[src/rtl/sensor_serial_report_pkg.sv]
// Shared constants for the sensor serial report block: FSM encodings and ASCII codes.
// Latency: n/a (declarations only).
// Backpressure: n/a.
package sensor_serial_report_pkg;

   // FSM state encodings, also exported on db_estado
   localparam logic [3:0] ST_INICIAL        = 4'd0;
   localparam logic [3:0] ST_PREPARA        = 4'd1;
   localparam logic [3:0] ST_AGUARDA_MEDIDA = 4'd2;
   localparam logic [3:0] ST_CARREGA        = 4'd3;
   localparam logic [3:0] ST_ENVIA          = 4'd4;
   localparam logic [3:0] ST_AGUARDA_TX     = 4'd5;
   localparam logic [3:0] ST_PROXIMO        = 4'd6;
   localparam logic [3:0] ST_FIM            = 4'd7;
   localparam logic [3:0] ST_ESPERA         = 4'd8;

   // ASCII characters used in a report
   localparam logic [6:0] ASCII_ZERO  = 7'h30;
   localparam logic [6:0] ASCII_QUEST = 7'h3F;
   localparam logic [6:0] ASCII_HASH  = 7'h23;

   // One BCD digit to ASCII; a non-decimal nibble or a timed-out measurement shows '?'
   function automatic logic [6:0] char_bcd(input logic [3:0] digit, input logic invalid);
      if (invalid || (digit > 4'd9)) begin
         return ASCII_QUEST;
      end
      return ASCII_ZERO + {3'b000, digit};
   endfunction

endpackage

[src/rtl/sensor_serial_report_if.sv]
// Sensor/transmitter handshake bundle for the serial report controller.
// Latency: n/a (wires only).
// Backpressure: tx_partida/tx_pronto pulse pair; controller waits on tx_pronto.
interface sensor_serial_report_if #(
   parameter int N_DIGITS = 3
);
   logic                    medir;
   logic                    modo;
   logic                    medida_pronto;
   logic [4*N_DIGITS-1:0]   medida;
   logic                    tx_pronto;
   logic                    iniciar_medida;
   logic                    tx_partida;
   logic [6:0]              tx_dado;
   logic                    pronto;
   logic                    timeout;
   logic [3:0]              db_estado;

   // controller side
   modport master (
      input  medir, modo, medida_pronto, medida, tx_pronto,
      output iniciar_medida, tx_partida, tx_dado, pronto, timeout, db_estado
   );

   // sensor / transmitter / host side
   modport slave (
      output medir, modo, medida_pronto, medida, tx_pronto,
      input  iniciar_medida, tx_partida, tx_dado, pronto, timeout, db_estado
   );
endinterface

[src/rtl/sensor_serial_report_contador_m.sv]
// Generic modulo-M counter with clear, enable and end-of-count flag; saturates at M-1.
// Latency: end_o is registered-count based, valid the cycle the count equals M-1.
// Backpressure: none; enable gates counting.
module contador_m #(
   parameter int M = 16
) (
   input  logic clock,
   input  logic reset,
   input  logic clear_i,
   input  logic enable_i,
   output logic end_o
);
   localparam int W = (M > 1) ? $clog2(M) : 1;
   localparam logic [W-1:0] LAST = W'(M - 1);

   logic [W-1:0] count_q, count_d;

   // Clear restarts the run; a clear cycle that is also enabled counts as the first cycle
   always_comb begin
      count_d = count_q;
      if (clear_i) begin
         count_d = (enable_i && (M > 1)) ? W'(1) : '0;
      end else if (enable_i && (count_q != LAST)) begin
         count_d = count_q + W'(1);
      end
   end

   // Count register
   always_ff @(posedge clock or posedge reset) begin
      if (reset) begin
         count_q <= '0;
      end else begin
         count_q <= count_d;
      end
   end

   assign end_o = (count_q == LAST);
endmodule

[src/rtl/sensor_serial_report.sv]
// Measures distance on request and reports it as N_DIGITS ASCII digits plus a terminator.
// Latency: iniciar_medida one cycle after medir; first tx_partida two cycles after medida_pronto.
// Backpressure: one character in flight; waits for tx_pronto before the next tx_partida.
module sensor_serial_report
   import sensor_serial_report_pkg::*;
#(
   parameter int         N_DIGITS       = 3,
   parameter logic [6:0] TERM           = ASCII_HASH,
   parameter int         TIMEOUT_CYCLES = 1_250_000,
   parameter int         PERIOD_CYCLES  = 50_000_000
) (
   input  logic                   clock,
   input  logic                   reset,
   sensor_serial_report_if.master bus
);
   localparam int             MW       = 4 * N_DIGITS;
   localparam int             IW       = $clog2(N_DIGITS + 1);
   localparam logic [IW-1:0]  LAST_IDX = IW'(N_DIGITS);

   logic [3:0]    state_q, state_d;
   logic [MW-1:0] med_q, med_d;      // latched measurement, shifted so the next digit is on top
   logic [IW-1:0] idx_q, idx_d;
   logic          timeout_q, timeout_d;
   logic [6:0]    tx_dado_q, tx_dado_d;
   logic          tmo_end, per_end;

   contador_m #(.M(TIMEOUT_CYCLES)) u_tmo (
      .clock    (clock),
      .reset    (reset),
      .clear_i  (state_q == ST_PREPARA),
      .enable_i (state_q == ST_AGUARDA_MEDIDA),
      .end_o    (tmo_end)
   );

   // Period runs from the PREPARA cycle itself, so a report restarts exactly PERIOD_CYCLES later
   contador_m #(.M(PERIOD_CYCLES)) u_per (
      .clock    (clock),
      .reset    (reset),
      .clear_i  (state_q == ST_PREPARA),
      .enable_i (state_q != ST_INICIAL),
      .end_o    (per_end)
   );

   // Next-state, data latch and next character selection
   always_comb begin
      state_d   = state_q;
      med_d     = med_q;
      idx_d     = idx_q;
      timeout_d = timeout_q;
      tx_dado_d = tx_dado_q;
      case (state_q)
         ST_INICIAL:        if (bus.medir) state_d = ST_PREPARA;
         ST_PREPARA:        state_d = ST_AGUARDA_MEDIDA;
         ST_AGUARDA_MEDIDA: begin
            if (bus.medida_pronto) begin
               state_d = ST_CARREGA;
            end else if (tmo_end) begin
               timeout_d = 1'b1;
               state_d   = ST_CARREGA;
            end
         end
         ST_CARREGA: begin
            med_d   = bus.medida;
            idx_d   = '0;
            state_d = ST_ENVIA;
         end
         ST_ENVIA:          state_d = ST_AGUARDA_TX;
         ST_AGUARDA_TX:     if (bus.tx_pronto) state_d = ST_PROXIMO;
         ST_PROXIMO: begin
            if (idx_q == LAST_IDX) begin
               state_d = ST_FIM;
            end else begin
               idx_d   = idx_q + IW'(1);
               med_d   = med_q << 4;
               state_d = ST_ENVIA;
            end
         end
         ST_FIM, ST_ESPERA: begin
            if (!bus.modo)    state_d = ST_INICIAL;
            else if (per_end) state_d = ST_PREPARA;
            else              state_d = ST_ESPERA;
         end
         default:           state_d = ST_INICIAL;
      endcase
      // timeout reads low from the iniciar_medida cycle onward
      if (state_d == ST_PREPARA) begin
         timeout_d = 1'b0;
      end
      // character is registered on entry to ENVIA and held until the next ENVIA
      if (state_d == ST_ENVIA) begin
         tx_dado_d = (idx_d == LAST_IDX) ? TERM : char_bcd(med_d[MW-1 -: 4], timeout_d);
      end
   end

   // State and datapath registers
   always_ff @(posedge clock or posedge reset) begin
      if (reset) begin
         state_q   <= ST_INICIAL;
         med_q     <= '0;
         idx_q     <= '0;
         timeout_q <= 1'b0;
         tx_dado_q <= 7'h00;
      end else begin
         state_q   <= state_d;
         med_q     <= med_d;
         idx_q     <= idx_d;
         timeout_q <= timeout_d;
         tx_dado_q <= tx_dado_d;
      end
   end

   assign bus.iniciar_medida = (state_q == ST_PREPARA);
   assign bus.tx_partida     = (state_q == ST_ENVIA);
   assign bus.pronto         = (state_q == ST_FIM);
   assign bus.tx_dado        = tx_dado_q;
   assign bus.timeout        = timeout_q;
   assign bus.db_estado      = state_q;
endmodule

[src/flat_wrapper.sv]
// flat-port wrapper written by rule: the top's interface ports become plain ports
module sensor_serial_report_flat import sensor_serial_report_pkg::*;
#(
   parameter int         N_DIGITS       = 3,
   parameter logic [6:0] TERM           = ASCII_HASH,
   parameter int         TIMEOUT_CYCLES = 1_250_000,
   parameter int         PERIOD_CYCLES  = 50_000_000
)
  (clock, reset, bus_medir, bus_modo, bus_medida_pronto, bus_medida, bus_tx_pronto, bus_iniciar_medida, bus_tx_partida, bus_tx_dado, bus_pronto, bus_timeout, bus_db_estado);
  sensor_serial_report_if #(.N_DIGITS(N_DIGITS)) bus_i ();
  input  logic clock;
  input  logic reset;
  input wire logic [$bits(bus_i.medir)-1:0] bus_medir;
  input wire logic [$bits(bus_i.modo)-1:0] bus_modo;
  input wire logic [$bits(bus_i.medida_pronto)-1:0] bus_medida_pronto;
  input wire logic [$bits(bus_i.medida)-1:0] bus_medida;
  input wire logic [$bits(bus_i.tx_pronto)-1:0] bus_tx_pronto;
  output wire logic [$bits(bus_i.iniciar_medida)-1:0] bus_iniciar_medida;
  output wire logic [$bits(bus_i.tx_partida)-1:0] bus_tx_partida;
  output wire logic [$bits(bus_i.tx_dado)-1:0] bus_tx_dado;
  output wire logic [$bits(bus_i.pronto)-1:0] bus_pronto;
  output wire logic [$bits(bus_i.timeout)-1:0] bus_timeout;
  output wire logic [$bits(bus_i.db_estado)-1:0] bus_db_estado;
  assign bus_i.medir = bus_medir;
  assign bus_i.modo = bus_modo;
  assign bus_i.medida_pronto = bus_medida_pronto;
  assign bus_i.medida = bus_medida;
  assign bus_i.tx_pronto = bus_tx_pronto;
  assign bus_iniciar_medida = bus_i.iniciar_medida;
  assign bus_tx_partida = bus_i.tx_partida;
  assign bus_tx_dado = bus_i.tx_dado;
  assign bus_pronto = bus_i.pronto;
  assign bus_timeout = bus_i.timeout;
  assign bus_db_estado = bus_i.db_estado;
  sensor_serial_report #(.N_DIGITS(N_DIGITS), .TERM(TERM), .TIMEOUT_CYCLES(TIMEOUT_CYCLES), .PERIOD_CYCLES(PERIOD_CYCLES)) u_core (.clock(clock), .reset(reset), .bus(bus_i));
endmodule
[config.mk]
export PLATFORM = sky130hd
export DESIGN_NAME = sensor_serial_report_flat
export DESIGN_NICKNAME = d
export VERILOG_FILES = /design/src/rtl/sensor_serial_report_pkg.sv /design/src/rtl/sensor_serial_report_if.sv /design/src/rtl/sensor_serial_report_contador_m.sv /design/src/rtl/sensor_serial_report.sv /design/src/flat_wrapper.sv
export SDC_FILE = /design/constraint.sdc
export NUM_CORES = 1
export LEC_CHECK = 0
export CORE_ASPECT_RATIO = 1.25
export CORE_MARGIN = 1
export CORE_UTILIZATION = 63
export DETAILED_ROUTE_END_ITERATION = 10
export GPL_TIMING_DRIVEN = 1
export PLACE_DENSITY = 0.85
export SYNTH_ARGS = -nofsm -noshare
export SYNTH_HDL_FRONTEND = slang
export SYNTH_HIERARCHICAL = 1
export SYNTH_SLANG_ARGS = --single-unit
[constraint.sdc]
create_clock -name clock -period 6.9 [get_ports clock]
set_input_delay 1.38 -clock clock [delete_from_list [all_inputs] [get_ports clock]]
set_output_delay 1.38 -clock clock [all_outputs]
set_load 0.005 [all_outputs]
==> results.yml <==
outcome:
  status: "complete, no violations"
timing:
  skew_ns: 0.00871
  timing.final.crit_period_ns: 3.89
  maxSlewViolCount: 0
  holdWs_ns: 0.469
  tns_ns: 0
  fin_crit_sh_pct: 56.4
  hold_viol_final: 0
  worst_slack_ns: 3.01
  fmax_ghz: 0.257
  setup_viol: 0
  worstMarginPinSlew_ns: 0.963
  rsz0062_at_grt: "false"
  relSlewSlack_pct: 35.8
global_routing:
  grt_first_pass_wirelength_mm: 14.4
  antenna_found_initial: 0
  grt_use_met2_pct: 45.7
  grt_pass1_vias: 3172
  track_usage_pct: 27.9
  grt_start_max_net_pins: 60
  use_met3_pct: 5.05
  use_met1_pct: 36.0
  busiest_layer: "met2"
  grt-ovfl-total: 0
worst_setup_path:
  path_max_fanout: 59
  end_kind: "primary output"
  worst-endpoint-arrival_ns: 2.51
  timing.rr.start: "u_core/u_tmo/count_q[1]"
  cp-start-kind: "flip-flop"
  required_ns: 5.52
  crit_start: "u_core/bus.db_estado[0]"
  worstSetupPathType: "flip-flop to primary output"
clock_network:
  htreeDepth: 3
  tritoncts: "built"
  holdBufCountCts: 0
  clk_pin_slew_worst_paths_ns: 0.08
  cts_root_buf: "clkbuf_8"
  insertion_delay_ns: 0.35
  post_cts_resized: 0
  cts_buffer_depth: 2
  cts_setup_buffers: 0
  cts_buffers: 9
  cts.sinks: 72
routing:
  dr_total_vias: 3392
  postRouteAntennaNets: 0
  drc: 0
  routed_via_density: 6.27
  detail_route.wl_per_cell_um: 16.0
  dr.pass1.iters: 4
  drt_iter0_markers: 166
  totalWireLength_mm: 8.66
layout:
  area_growth_pct: 13.6
  drive_gt1_share_pct: 9.21
  nets: 471
  seq_area_um2: 1800
  diodes: 0
  multi_input_area_um2: 2090
  postLayoutCoreUtil_pct: 74.2
  nFillCells: 430
logic_synthesis:
  synth_edf_count: 0
  synthDistinctLibCells: 75
  ys_warn_count: 6
  avgSynthCellArea_um2: 9.47
  synth_fp_nets: 448
  ys_seq_area_share_pct: 44.5
  synth_cells: 428
  ys_async_sr_fraction_pct: 100
  synth-seq-cells: 72
  synth_flop_cell: "dfrtp_1"
  yosysTopAreaCell: "dfrtp_1"
  synth_top_area_share_pct: 44.5
  synthTopCellsByArea: "dfrtp_1, nor2_1, nand2_1"
  syn_area_um2: 4050
power:
  vdd_ir_drop_max_v: 0.000157
  power.total_uw: 1440
  powerDensity_nw_per_um2: 313
  p_leak_uw: 0.00197
  swShare_pct: 36.0
  clkPwrFrac_pct: 26.4
  intPower_uw: 921
  combPwrFrac_pct: 31.6
  power_frac_seq_pct: 41.9
  p_switching_uw: 519
min_path:
  hold_path_class: "flip-flop to flip-flop"
  min-delay-start: "u_core/bus.tx_dado[5]"
floorplan:
  coreArea_um2: 6210
  fp.dieW_um: 73.7
  rows: 32
  io_pins: 33
  initial_core_util_pct: 65.3
  dieArea_um2: 6760
  die_h_um: 91.7
placed_design:
  port-buffer-count: 31
  post-dp-hpwl_mm: 5.77
  routabilityCongestion: 0.829
  pre_cts_ws_ns: 3.39
job:
  cap_violations: 0
-- path summary, 6_finish.rpt --
kind / end / slack, ns / depth (start not counted)
max reg2reg: u_core/bus.tx_dado[0] / 3.85 / 8
min in group asynchronous: u_core/u_tmo/count_q[3] / 1.57 / 2
min: u_core/bus.tx_dado[5] / 0.47 / 1
max in group asynchronous: u_core/u_per/count_q[3] / 4.68 / 2
max: bus_iniciar_medida / 3.01 / 4
min reg2reg: u_core/bus.tx_dado[5] / 0.47 / 1
-- state kept, by name, summed over array words and instances, names as in the netlist --
name and flops:
u_core/bus.db_estado 4, u_core/bus.timeout 1, u_core/bus.tx_dado 6, u_core/idx_q 2, u_core/med_q 12, u_core/u_per/count_q 26
u_core/u_tmo/count_q 21
-- synth_stat cells, types with 5 or more instances --
master,instances
a21oi_1,19
a22oi_1,5
and3_1,11
and4_1,6
buf_2,5
clkbuf_1,8
dfrtp_1,72
inv_1,12
nand2_1,38
nand2b_1,6
nand3_1,18
nand4_1,10
nor2_1,41
nor2b_1,6
nor3_1,10
nor4_1,8
o21ai_0,14
o31ai_1,7
or3_1,11
or4_1,7
xnor2_1,8
xor2_1,16
-- final cells by class --
type	instances	area share (%)
repair buffers	33	7.07
clock buffers	10	2.99
inverters	12	0.979
clock inverters	6	1.98
flip-flops and latches	72	39.2
well taps	85	2.31
multi-input cells	323	45.5
-- layer usage --
metal  vias up  wire length [um]
met5         -                 0
met4         0               191
met3        19               369
met2       109              4440
met1      1651              3660
li1       1613                 -
-- layout by cell type, fill, tap and decap left out, types with 8 or more instances in the layout --
cell,synthesis,final
dfrtp_1,72,72
nor2_1,41,41
nand2_1,38,38
clkdlybuf4s50_1,0,31
a21oi_1,19,19
nand3_1,18,18
xor2_1,16,16
o21ai_0,14,14
inv_1,12,12
or3_1,11,11
and3_1,11,11
clkbuf_8,0,10
nor3_1,10,10
nand4_1,10,10
nor4_1,8,8
xnor2_1,8,8
-- critical path, stage by stage, from the launching register on --
cell and delay (ns):
dfrtp_1 0.64, nor2b_1 0.22, nor3b_2 0.18, buf_4 0.51, clkdlybuf4s50_1 0.61
-- power groups by stage --
stage                     Combinational [uW]  Sequential [uW]  Clock, uW
after floorplan                          347              565          0
after global placement                   431              600          0
after detailed placement                 450              607          0
after CTS                                455              602        387
after global routing                     502              618        405
final                                    456              604        380
-- cell families (layout without fill, tap and decap cells) --
family | count (synthesis) | after routing | share of synthesized area (%)
buffers and inverters | 33 | 61 | 3.95
adder cells (fa/ha/maj) | 2 | 2 | 0.618
other | 1 | 1 | 0.0926
AND/OR/NAND/NOR | 211 | 211 | 30.5
AO/OA/AOI/OAI | 79 | 79 | 13.4
XOR/XNOR | 24 | 24 | 5.19
multiplexers | 6 | 6 | 1.70
flip-flops | 72 | 72 | 44.5
-- per-stage QoR --
| step | instance area, um2 | cells |
|---|---|---|
| CTS | 4600 | 541 |
| finish | 4600 | 541 |
| floorplan | 4050 | 428 |
| detailed placement | 4370 | 525 |
| global route | 4600 | 541 |
| global placement | 4370 | 525 |
Note: power is estimated with default switching activity, not from simulation.
